==> config.mk <==
export PLATFORM = sky130hd
export DESIGN_NAME = mem_port_arbiter
export DESIGN_NICKNAME = d
export VERILOG_FILES = /design/src/rtl/cpu_mem_pkg.sv /design/src/rtl/rr_arb2.sv /design/src/rtl/mem_port_arbiter.sv
export SDC_FILE = /design/constraint.sdc
export NUM_CORES = 1
export LEC_CHECK = 0
export ABC_AREA = 1
export ABC_CLOCK_PERIOD_IN_PS = 1800
export CAP_MARGIN = 10
export CORE_AREA = 4 4 110 112
export DETAILED_ROUTE_END_ITERATION = 6
export DIE_AREA = 0 0 114 116
export DONT_BUFFER_PORTS = 1
export SKIP_CTS_REPAIR_TIMING = 1
export SLEW_MARGIN = 0
export SYNTH_ARGS = -nofsm -noshare
export SYNTH_HDL_FRONTEND = slang
export SYNTH_SLANG_ARGS = --single-unit
==> constraint.sdc <==
create_clock -name clk -period 1.8 [get_ports clk]
set_clock_uncertainty 0.2 [all_clocks]
set_input_delay 0.27 -clock clk [delete_from_list [all_inputs] [get_ports clk]]
set_output_delay 0.27 -clock clk [all_outputs]
set_load 0.05 [all_outputs]
==> src/rtl/cpu_mem_pkg.sv <==
// Shared definitions for the CPU/loader BRAM port arbiter.
package cpu_mem_pkg;

   localparam int ADDR_W_DEF = 8;
   localparam int DATA_W_DEF = 16;

   typedef enum logic [1:0] {
      IDLE  = 2'd0,
      ISSUE = 2'd1,
      WAIT  = 2'd2
   } state_t;

   localparam logic REQ_CPU = 1'b0;
   localparam logic REQ_LD  = 1'b1;

endpackage

==> src/rtl/rr_arb2.sv <==
// Two-way round-robin picker. The loader can lock the CPU out with hold.
module rr_arb2
   import cpu_mem_pkg::*;
(
   input  logic [1:0] req,
   input  logic       last_win,
   input  logic       hold,
   output logic       win_valid,
   output logic       win_id
);

   logic [1:0] w_elig;

   // Eligible requests, then pick: single requester wins outright, a tie goes
   // to whichever port did not win last time.
   always_comb begin
      w_elig    = {req[REQ_LD], req[REQ_CPU] & ~hold};
      win_valid = |w_elig;
      win_id    = REQ_CPU;
      case (w_elig)
         2'b01:   win_id = REQ_CPU;
         2'b10:   win_id = REQ_LD;
         2'b11:   win_id = ~last_win;
         default: win_id = REQ_CPU;
      endcase
   end

endmodule

==> src/rtl/mem_port_arbiter.sv <==
// Shares the single-port BRAM between the CPU and the external loader.
// One access in flight at a time; reads return after a fixed latency.
//
// state | meaning
// IDLE  | sampling requests; winner's payload registered on exit
// ISSUE | one cycle: mem_en high, winner's gnt pulses
// WAIT  | read only: counting down BRAM latency, returns data on last count
module mem_port_arbiter
   import cpu_mem_pkg::*;
#(
   parameter int ADDR_W = ADDR_W_DEF,
   parameter int DATA_W = DATA_W_DEF,
   parameter int RD_LAT = 1
)(
   input  logic              clk,
   input  logic              rst_n,
   input  logic              cpu_req,
   input  logic              cpu_we,
   input  logic [ADDR_W-1:0] cpu_addr,
   input  logic [DATA_W-1:0] cpu_wdata,
   output logic              cpu_gnt,
   output logic              cpu_rvalid,
   output logic [DATA_W-1:0] cpu_rdata,
   input  logic              ld_req,
   input  logic              ld_we,
   input  logic [ADDR_W-1:0] ld_addr,
   input  logic [DATA_W-1:0] ld_wdata,
   output logic              ld_gnt,
   output logic              ld_rvalid,
   output logic [DATA_W-1:0] ld_rdata,
   input  logic              ld_hold,
   output logic              mem_en,
   output logic              mem_we,
   output logic [ADDR_W-1:0] mem_addr,
   output logic [DATA_W-1:0] mem_wdata,
   input  logic [DATA_W-1:0] mem_rdata,
   output logic              busy
);

   // Down-counter reload value: WAIT lasts RD_LAT cycles, terminal count 0.
   localparam logic [1:0] LAT_LAST = 2'(RD_LAT - 1);

   state_t              r_state;
   state_t              w_next;
   logic                r_win_id;
   logic                r_last_win;
   logic [1:0]          r_lat_cnt;
   logic                r_we;
   logic [ADDR_W-1:0]   r_addr;
   logic [DATA_W-1:0]   r_wdata;
   logic                r_cpu_rvalid;
   logic                r_ld_rvalid;
   logic [DATA_W-1:0]   r_cpu_rdata;
   logic [DATA_W-1:0]   r_ld_rdata;

   logic                w_win_valid;
   logic                w_win_id;
   logic                w_rd_done;

   rr_arb2 u_arb (
      .req       ({ld_req, cpu_req}),
      .last_win  (r_last_win),
      .hold      (ld_hold),
      .win_valid (w_win_valid),
      .win_id    (w_win_id)
   );

   // Next-state decode.
   always_comb begin
      w_next = r_state;
      case (r_state)
         IDLE:    if (w_win_valid) w_next = ISSUE;
         ISSUE:   w_next = r_we ? IDLE : WAIT;
         WAIT:    if (r_lat_cnt == 2'd0) w_next = IDLE;
         default: w_next = IDLE;
      endcase
   end

   assign w_rd_done = (r_state == WAIT) && (r_lat_cnt == 2'd0);

   // State register.
   always_ff @(posedge clk or negedge rst_n) begin
      if (!rst_n) r_state <= IDLE;
      else        r_state <= w_next;
   end

   // Winner payload capture, round-robin history and latency counter.
   always_ff @(posedge clk or negedge rst_n) begin
      if (!rst_n) begin
         r_win_id   <= REQ_CPU;
         r_last_win <= REQ_LD;
         r_lat_cnt  <= 2'd0;
         r_we       <= 1'b0;
         r_addr     <= '0;
         r_wdata    <= '0;
      end else begin
         if (r_state == IDLE && w_win_valid) begin
            r_win_id <= w_win_id;
            r_we     <= (w_win_id == REQ_LD) ? ld_we    : cpu_we;
            r_addr   <= (w_win_id == REQ_LD) ? ld_addr  : cpu_addr;
            r_wdata  <= (w_win_id == REQ_LD) ? ld_wdata : cpu_wdata;
         end
         if (r_state == ISSUE) begin
            r_last_win <= r_win_id;
            r_lat_cnt  <= LAT_LAST;
         end else if (r_state == WAIT && r_lat_cnt != 2'd0) begin
            r_lat_cnt <= r_lat_cnt - 2'd1;
         end
      end
   end

   // Read return: only the winning port's rdata moves.
   always_ff @(posedge clk or negedge rst_n) begin
      if (!rst_n) begin
         r_cpu_rvalid <= 1'b0;
         r_ld_rvalid  <= 1'b0;
         r_cpu_rdata  <= '0;
         r_ld_rdata   <= '0;
      end else begin
         r_cpu_rvalid <= w_rd_done && (r_win_id == REQ_CPU);
         r_ld_rvalid  <= w_rd_done && (r_win_id == REQ_LD);
         if (w_rd_done && r_win_id == REQ_CPU) r_cpu_rdata <= mem_rdata;
         if (w_rd_done && r_win_id == REQ_LD)  r_ld_rdata  <= mem_rdata;
      end
   end

   // BRAM side is zeroed whenever the enable is low.
   assign mem_en    = (r_state == ISSUE);
   assign mem_we    = mem_en & r_we;
   assign mem_addr  = mem_en ? r_addr  : '0;
   assign mem_wdata = mem_en ? r_wdata : '0;

   assign cpu_gnt    = mem_en && (r_win_id == REQ_CPU);
   assign ld_gnt     = mem_en && (r_win_id == REQ_LD);
   assign cpu_rvalid = r_cpu_rvalid;
   assign ld_rvalid  = r_ld_rvalid;
   assign cpu_rdata  = r_cpu_rdata;
   assign ld_rdata   = r_ld_rdata;
   assign busy       = (r_state != IDLE);

endmodule

==> results of run 1 <==
==> cell usage after synthesis <==
cell / count / area share
nand2_1: 112 / 0.13
inv_1: 99 / 0.12
dfrtp_1: 64 / 0.50
nand3_1: 52 / 0.082
o21ai_0: 30 / 0.047
nor2_1: 29 / 0.034
buf_2: 9 / 0.014
o21ai_1: 6 / 0.0094
buf_4: 4 / 0.0094
clkbuf_1: 4 / 0.0047
nand3_2: 4 / 0.013
inv_2: 3 / 0.0035
buf_6: 2 / 0.0071
nand2_2: 2 / 0.0039
a21oi_4: 1 / 0.0051
buf_1: 1 / 0.0012
dfstp_2: 1 / 0.0082
ha_1: 1 / 0.0039
nor2_4: 1 / 0.0035
==> cell type report <==
type	instances	area (um^2)	area share
Timing Repair Buffer	81	903	0.196
Tap cell	143	179	0.0389
Inverter	102	383	0.0832
Clock buffer	10	229	0.0498
Multi-Input combinational cell	238	1190	0.258
Sequential cell	65	1630	0.354
Clock inverter	6	90.1	0.0196
==> registers in the layout, summed over array words and instances, names as in the netlist <==
name	flops
cpu_rdata	16
r_state	2
ld_rdata	16
r_wdata	16
r_addr	8
r_lat_cnt	2
r_win_id	1
cpu_rvalid	1
r_last_win	1
ld_rvalid	1
r_we	1
==> power by group <==
group	total [mW]	internal [mW]	leakage (nW)	switching, mW
clock network	1.89	1.22	0.153	0.668
registers	3.96	2.15	0.792	1.81
logic	3.82	1.41	1.53	2.41
==> layout by cell type, fill, tap and decap left out, types with 5 or more instances in the layout <==
cell,n
buf_12,5
buf_4,10
buf_6,22
buf_8,5
clkbuf_16,10
dfrtp_1,63
dlygate4sd3_1,38
inv_1,98
nand2_1,111
nand3_1,52
nor2_2,14
nor2_4,12
o21ai_0,30
o21ai_1,6
==> logic make-up after synthesis <==
| kind of cell | share of synthesized area |
|---|---|
| buf+inv | 0.157 |
| flops | 0.510 |
| simple gates | 0.268 |
| fa+ha+maj | 0.00392 |
| compound gates | 0.0616 |
==> routing by layer <==
| layer | part of all wire | wire [um] | track usage |
|---|---|---|---|
| met1 | 0.40 | 3610 | 0.145 |
| met2 | 0.50 | 4520 | 0.205 |
| met3 | 0.087 | 791 | 0.0480 |
| met4 | 0.016 | 145 | 0.0404 |
| met5 | 0 | 0 | 0 |
==> through the flow <==
step	total power, mW	std cells	cell area (um^2)	hold slack (ps)	TNS [ps]
after floorplan	6.16	425	3210	-226	-1550
after global routing	10.2	645	4600	-595	-1440
final	9.67	645	4600	-568	0
after detailed placement	7.11	586	3600	-224	0
after global placement	7.02	586	3600	-224	0
after CTS	9.04	602	3920	-585	-3030
==> final timing paths <==
| path | startpoint | endpoint | slack (ps) | cells after the start |
|---|---|---|---|---|
| max in group asynchronous | rst_n | r_last_win | 1770 | 0 |
| min | rst_n | cpu_rdata[2] | -570 | 0 |
| max reg2reg | r_last_win | r_wdata[9] | 260 | 6 |
| min in group clk | cpu_addr[7] | r_addr[7] | -40 | 4 |
| min reg2reg | r_wdata[10] | r_wdata[10] | 280 | 2 |
| max | r_state[1] | mem_wdata[15] | 10 | 5 |
==> worst reg2reg max path: cells and delay by family (launching register included) <==
kind	cells	cell delay, ps
buffers and inverters	1	190
DFF	1	560
and+or+nand+nor	5	490
==> summary.txt, run 1 <==
Setup path
  – Crit path largest cell delay: 370 ps
  – Critical Path Fanout Max: 8
  – Crit path launch type: register
  – Worst path slowest cell: dfrtp_1
  – CP top delay family: buffers and inverters
  – WS Path Type: register to output pin
  – CP required: ~1300 ps
  – CP endpoint kind: output pin
  – CP Buf/Inv Count: 3
  – Crit path cell chain: inv_2 > nand2_4 > clkbuf_16 > nor2_4 > buf_6
  – Worst endpoint data arrival time: 1320 ps

Detailed routing
  – Vias: 2879
  – Antenna Nets Post-Route: 0
  – TritonRoute pass-1 iters: 4
  – Drt total wl: 9070 um
  – Wirelength per Cell: 14.1 um
  – DR iter-0 viols: 165
  – Post-route DRC: 0
  – Via/cell ratio: 4.46

Worst hold path
  – HP Class: input port to async pin

Synthesis
  – Post-Synthesis Cell Area: 0.00319 mm^2
  – Mean post-synth cell area: between 7 and 8 um^2
  – Cells after Synth: 425
  – Seq cells post-synth: 65
  – Seq/Total Area, Yosys: 0.510
  – Syn. warnings: 0
  – Synth Net Count: ~500
  – Post-synth cell types: 19

Cells and area
  – Layout Nets: between 500 and 600
  – Share of layout cells above drive strength 1: 0.195
  – Filler cells: ~1100
  – # diodes: 0
  – Area Overhead vs Synth: 44.3%
  – Fin util: 0.410

Global route
  – GRT Total Usage: 0.123
  – Number of global-route vias before repair: about 2600
  – First-pass GRT wire length: 12700 um
  – Largest net degree at the start of global routing: 66
  – GRT Residual Overflow: 0
  – Initial antenna violation count: 0

Clock tree
  – Htree depth: 3
  – Clk Latency, worst-skew pair: 330 ps
  – Num CTS Buffers: 9
  – CTS Sinks: 65
  – Clk root buf: clkbuf_16
  – CTS clk-pin slew, worst paths: 60 ps
  – CTS Buffer Depth: 2
  – CTS tree: built

Placement
  – GP Congestion: 0.744
  – DP Worst Slack: 211 ps
  – Post-DP HPWL: 5760 um
  – Port bufs: 0

Run status
  – Status: finished with violations
  – Failing checks: negative hold slack

STA
  – Final hold violation count: 80
  – Period utilization: 0.992
  – Final setup fails: 0
  – Min cycle time layout: between 1500 and 2000 ps
  – RSZ-0062 raised after global routing: yes
  – Hold Worst Slack: -568 ps
  – Slew HR: 0.430
  – Max-slew violation count: 0
  – Setup WS post-layout: 14.9 ps
  – Max Clk Rate: 560 MHz
  – Worst Max-Slew Pin Slew: 852 ps

Power
  – Leakage: roughly 2.5 nW
  – PD cells: 2100 mW/mm^2
  – Peak supply drop: between 900 and 1000 uV

Die
  – Die Ht: about 120 um
  – Ports: between 100 and 150
  – Die W: 114 um
  – Row cnt: 39
  – Initial Util: 0.284
  – Core Area: 0.0112 mm^2
  – Die Area: 0.0132 mm^2

Flow run
  – Max Cap Viol: 0
No activity file was read; power rests on OpenSTA's default activity.
==> run 2: changes to the inputs <==
CTS_BUF_LIST = sky130_fd_sc_hd__clkbuf_2 sky130_fd_sc_hd__clkbuf_4 sky130_fd_sc_hd__clkbuf_8   (was not set)
==> run 2 against run 1 <==
Net effect: the run ends with negative hold slack, negative setup slack left; via count rose by 4.3%; clock power shrank 26%; critical path depth stayed put; final area grew 1.9%; power down 4.2%; final cell count rose by 2.8%; largest power group unchanged; routed wire length increased by 2.5%; sequential cell count did not move; die area unchanged; sequential share of layout area is 0.66 points lower.
==> summary.txt, run 2 (synthesis gave the netlist of run 1 again) <==
STA
  – RSZ-0062 raised after global routing: yes
  – Slew HR: 0.321 (-0.109)
  – Final setup fails: 14 (+14)
  – Min cycle time layout: 1830 ps (+47.6 ps)
  – Hold Worst Slack: -588 ps (-20.0 ps)
  – Final hold violation count: 71 (-11%)
  – Worst Max-Slew Pin Slew: 1020 ps (+163 ps)
  – Max-slew violation count: 0 (unchanged)
  – Period utilization: 1.02 (+0.0264)
  – Setup WS post-layout: -32.6 ps (-47.6 ps)
  – Max Clk Rate: 546 MHz (-2.6%)

Setup path
  – Most common cell type on the critical path: buf_6
  – Critical Path Fanout Max: 10 (+2)
  – Worst reg-to-reg setup slack: 260 ps (about the same)
  – Critical R2R Capture: r_wdata[9]
  – Crit path launch type: register
  – CP Buf/Inv Count: 3 (unchanged)
  – Reg-to-reg startpoint: r_last_win
  – Worst r2r path cells: 6 (unchanged)
  – CP required: 1330 ps (about the same)
  – WS Path Type: register to output pin
  – CP endpoint kind: output pin
  – Worst path slowest cell: dfrtp_1
  – CP top delay family: buffers and inverters
  – Crit path cell chain: inv_2 > nand2_4 > buf_6 > nor2_2 > buf_6
  – Crit path largest cell delay: 370 ps (about the same)
  – Worst endpoint data arrival time: 1360 ps (+40 ps)

Cells and area
  – Commonest non-fill, non-tap cell in the layout: nand2_1
  – Final Non-Filler Cells: 663 (+2.8%)
  – Filler cells: 1085 (-1.5%)
  – Post-route cell area: 0.00469 mm^2 (+1.9%)
  – # diodes: 0 (unchanged)
  – Multi-input gate area: 0.00119 mm^2 (unchanged)
  – Layout Nets: 587 (+3.2%)
  – Most frequent cells in the layout: nand2_1 (111), inv_1 (98), dfrtp_1 (63)
  – Register area: 0.00163 mm^2 (unchanged)
  – Area Overhead vs Synth: 47.0%
  – Share of layout cells above drive strength 1: 0.192 (-0.00291)

Power
  – Design Power: 9.26 mW (-4.2%)
  – Peak supply drop: 853 uV (-13%)
  – PD cells: 1970 mW/mm^2 (-6.0%)
  – Leakage: 2.51 nW (+1.4%)

Global route
  – Initial antenna violation count: 0 (unchanged)
  – Number of global-route vias before repair: 2626 (+0.15%)
  – Largest net degree at the start of global routing: 66 (unchanged)
  – First-pass GRT wire length: 12600 um (-0.81%)
  – GRT Residual Overflow: 0 (unchanged)
  – GRT Total Usage: 0.121 (-0.00209)

Detailed routing
  – Post-route DRC: 0 (unchanged)
  – Wirelength per Cell: 14.0 um (-0.24%)
  – Via/cell ratio: 4.53 (+1.5%)
  – Antenna Nets Post-Route: 0 (unchanged)
  – Drt total wl: 9300 um (+2.5%)
  – Vias: 3003 (+4.3%)
  – DR iter-0 viols: 213 (+29%)
  – TritonRoute pass-1 iters: 4 (unchanged)

Die
  – Ports: 134 (unchanged)
  – Die W: 114 um (unchanged)
  – Core Area: 0.0112 mm^2 (unchanged)
  – Row cnt: 39 (unchanged)
  – Initial Util: 0.284 (unchanged)
  – Die Ht: 116 um (unchanged)
  – Die Area: 0.0132 mm^2 (unchanged)

Clock tree
  – CTS clk-pin slew, worst paths: 80 ps (+20 ps)
  – Clk Latency, worst-skew pair: 340 ps (about the same)
  – CTS Buffer Depth: 2 (unchanged)
  – Num CTS Buffers: 9 (unchanged)
  – Htree depth: 3 (unchanged)
  – CTS tree: built
  – Clk root buf: clkbuf_8
  – CTS Sinks: 65 (unchanged)

Run status
  – Failing checks: negative hold slack, negative setup slack
  – Status: finished with violations

Placement
  – DP Area: 0.00360 mm^2 (unchanged)
  – Post-DP HPWL: 5760 um (unchanged)
  – Placed cell count: 586 (unchanged)
  – GP Congestion: 0.744 (unchanged)
  – Port bufs: 0 (unchanged)
  – DP Worst Slack: 211 ps (unchanged)

Worst hold path
  – HP Class: input port to async pin

Flow run
  – Max Cap Viol: 0 (unchanged)
-- run 2: changes by cell type in the layout (fill, tap and decap cells not counted) --
cell / previous run / this run
buf_8: 5 / 6
clkbuf_8: 0 / 9
dlygate4sd3_1: 38 / 55
clkbuf_16: 10 / 1
clkbuf_1: 1 / 0
clkbuf_4: 0 / 1
-- run 2: how the worst max path moves through the flow --
stage	start	end	slack, ps	depth (start not counted)
6_report	r_state[1]	mem_wdata[4]	-30	5
5_1_grt	r_state[1]	mem_wdata[4]	-130	5
4_1_cts	r_state[0]	mem_en	-180	4
3_5_place_dp	r_state[0]	mem_en	210	4
3_3_place_gp	r_state[0]	mem_en	250	4
2_1_floorplan	r_state[1]	mem_addr[0]	-80	4
-- run 2: layout make-up --
class                   count  share of cell area
repair buffers             99               0.232
flip-flops and latches     65               0.347
multi-input cells         238               0.253
well taps                 143              0.0382
inverters                 102              0.0817
clock buffers              10              0.0280
clock inverters             6              0.0192
-- run 2: metal layers --
metal  track usage  routed length, um  vias to the layer above
met5             0                  0                        -
met3        0.0454                762                       20
met1         0.146               3720                     1415
met2         0.199               4600                      129
li1              -                  -                     1439
met4        0.0380                216                        0
-- run 2: report_power, final --
part	internal [mW]	switching, mW
logic	1.46	2.44
registers	2.15	1.80
clock network	0.800	0.601
-- run 2: worst reg2reg max path: cells and delay by family (launching register included) --
kind	cells	cell delay (ps)
DFF	1	570
and+or+nand+nor	5	490
buffers and inverters	1	180
-- run 2: metrics by stage --
step | util | setup TNS, ps
after floorplan | - | -1550
after global placement | 0.321 | 0
after detailed placement | 0.321 | 0
after CTS | 0.341 | -3840
after global routing | 0.418 | -2790
final | 0.418 | -136
==> run 3: changes to the inputs <==
ABC_CLOCK_PERIOD_IN_PS = 1900   (was 1800)
clock period = 1.9 ns   (was 1.8 ns; I/O delays follow)
==> run 3 against run 2 <==
Net effect: the flow finishes with violations (negative hold slack); power down 11%; critical path depth did not move; final cell count is 3.2% lower.
==> summary.txt, run 3 (synthesis gave the netlist of run 1 again) <==
Run status
  – Status: finished with violations
  – Failing checks: negative hold slack

Clock tree
  – Clk root buf: clkbuf_8
  – CTS tree: built
  – Num CTS Buffers: 9 (unchanged)
  – CTS Sinks: 65 (unchanged)
  – CTS Buffer Depth: 2 (unchanged)
  – Clk Latency, worst-skew pair: 330 ps (about the same)
  – CTS clk-pin slew, worst paths: 80 ps (about the same)
  – Htree depth: 3 (unchanged)

Power
  – Leakage: 2.38 nW (-5.3%)
  – Internal Power: 3.84 mW (-13%)
  – PD cells: 1890 mW/mm^2 (-4.1%)
  – Sequential share of power: 0.456 (+0.029)
  – Switching Fraction: 0.532 (+0.00934)
  – Peak supply drop: 839 uV (-1.7%)
  – P_sw: 4.37 mW (-9.7%)
  – Clock power share: 0.144 (-0.007)
  – Design Power: 8.21 mW (-11%)
  – Comb power frac: 0.400 (-0.021)

Setup path
  – CP required: 1410 ps (+80 ps)
  – WS Path Type: register to output pin
  – Worst r2r path cells: 7 (+1)
  – Reg-to-reg startpoint: r_state[1]
  – CP endpoint kind: output pin
  – Critical R2R Capture: r_addr[7]
  – Critical Path Fanout Max: 19 (+9)
  – Worst endpoint data arrival time: 1390 ps (+30 ps)
  – Crit path launch type: register
  – Worst reg-to-reg setup slack: 240 ps (-20 ps)

Detailed routing
  – Vias: 2832 (-5.7%)
  – Post-route DRC: 0 (unchanged)
  – Antenna Nets Post-Route: 0 (unchanged)
  – Drt total wl: 8750 um (-5.9%)
  – Via/cell ratio: 4.41 (-2.6%)
  – DR iter-0 viols: 176 (-17%)
  – TritonRoute pass-1 iters: 5 (+1)
  – Wirelength per Cell: 13.6 um (-2.8%)

Cells and area
  – Post-route cell area: 0.00433 mm^2 (-7.6%)
  – # diodes: 0 (unchanged)
  – Commonest non-fill, non-tap cell in the layout: nand2_1
  – Final Non-Filler Cells: 642 (-3.2%)
  – Share of layout cells above drive strength 1: 0.170 (-0.0220)
  – Area Overhead vs Synth: 35.9%
  – Layout Nets: 566 (-3.6%)
  – Most frequent cells in the layout: nand2_1 (111), inv_1 (99), dfrtp_1 (63)

STA
  – Min cycle time layout: 1880 ps
  – Total Neg Setup Slack: 0 ps (+136 ps)
  – Hold Worst Slack: -562 ps (+25.3 ps)
  – Max Clk Rate: 533 MHz
  – RSZ-0062 raised after global routing: yes
  – Period utilization: 0.987
  – Max-slew violation count: 0 (unchanged)
  – Final setup fails: 0 (-14)
  – Worst Max-Slew Pin Slew: 829 ps (-186 ps)
  – Final hold violation count: 74 (+4.2%)
  – Slew HR: 0.445 (+0.124)

Global route
  – Initial antenna violation count: 0 (unchanged)
  – Largest net degree at the start of global routing: 66 (unchanged)
  – Number of global-route vias before repair: 2637 (+0.42%)
  – GRT Total Usage: 0.123 (+0.00211)
  – First-pass GRT wire length: 13000 um (+3.5%)
  – GRT Residual Overflow: 0 (unchanged)

Die
  – Row cnt: 39 (unchanged)
  – Die Area: 0.0132 mm^2 (unchanged)
  – Die Ht: 116 um (unchanged)
  – Initial Util: 0.284 (unchanged)
  – Ports: 134 (unchanged)
  – Die W: 114 um (unchanged)
  – Core Area: 0.0112 mm^2 (unchanged)

Placement
  – Post-DP HPWL: 6080 um (+5.6%)
  – GP Congestion: 0.774 (+4.0%)
  – Placed cell count: 586 (unchanged)
  – Port bufs: 0 (unchanged)
  – DP Area: 0.00356 mm^2 (-1.2%)

Worst hold path
  – HP Class: input port to async pin

Flow run
  – Max Cap Viol: 0 (unchanged)
## run 3: cell types whose count changed in the layout (fill, tap and decap cells not counted), sizes merged
cell and change:
clkbuf -1, bufinv -1, buf -4, inv -1
clkinv +1, dlygate4sd3 -16, clkinvlp +1
## run 3: worst max-delay path by stage
stage | startpoint | endpoint | slack, ps | cells after the start
2_1_floorplan | r_state[1] | mem_addr[0] | 8 | 4
3_3_place_gp | r_state[1] | mem_wdata[15] | 280 | 5
3_5_place_dp | r_state[1] | mem_wdata[15] | 270 | 5
4_1_cts | r_state[1] | mem_wdata[15] | -110 | 5
5_1_grt | r_state[1] | mem_addr[0] | -40 | 5
6_report | r_state[1] | mem_addr[0] | 20 | 5
## run 3: power by group through the flow
stage                     registers, mW  clock network (mW)  logic, mW
after global placement             3.76                   0       2.85
after global routing               3.84                1.29       3.63
after detailed placement           3.76                   0       2.92
after floorplan                    3.63                   0       2.17
after CTS                          3.75                1.23       2.92
final                              3.74                1.18       3.28
## run 3: through the flow
| stage | utilization | hold WS [ps] | worst slack [ps] |
|---|---|---|---|
| global placement | 0.317 | -209 | 281 |
| CTS | 0.336 | -585 | -107 |
| floorplan | - | -211 | 7.65 |
| finish | 0.386 | -562 | 24.6 |
| global route | 0.386 | -590 | -37.0 |
| detailed placement | 0.317 | -209 | 273 |
## run 3: cell type report
type	instances	area, um^2
Sequential cell	65	1630
Inverter	102	383
Clock buffer	10	138
Timing Repair Buffer	78	822
Clock inverter	6	67.6
Fill cell	1140	6890
Multi-Input combinational cell	238	1110
Tap cell	143	179
## run 3: metal layers
metal,track usage,up-vias,routed length [um]
met5,0,-,0
met4,0.0412,0,102
met3,0.0491,10,891
met2,0.187,132,4180
met1,0.159,1296,3580
li1,-,1394,-
## run 3: worst max-delay path: stages, from the launching register on
cell and delay [ps]:
dfrtp_1 370, inv_2 120, nand2_4 80, buf_12 160, nor2_1 140, buf_6 180
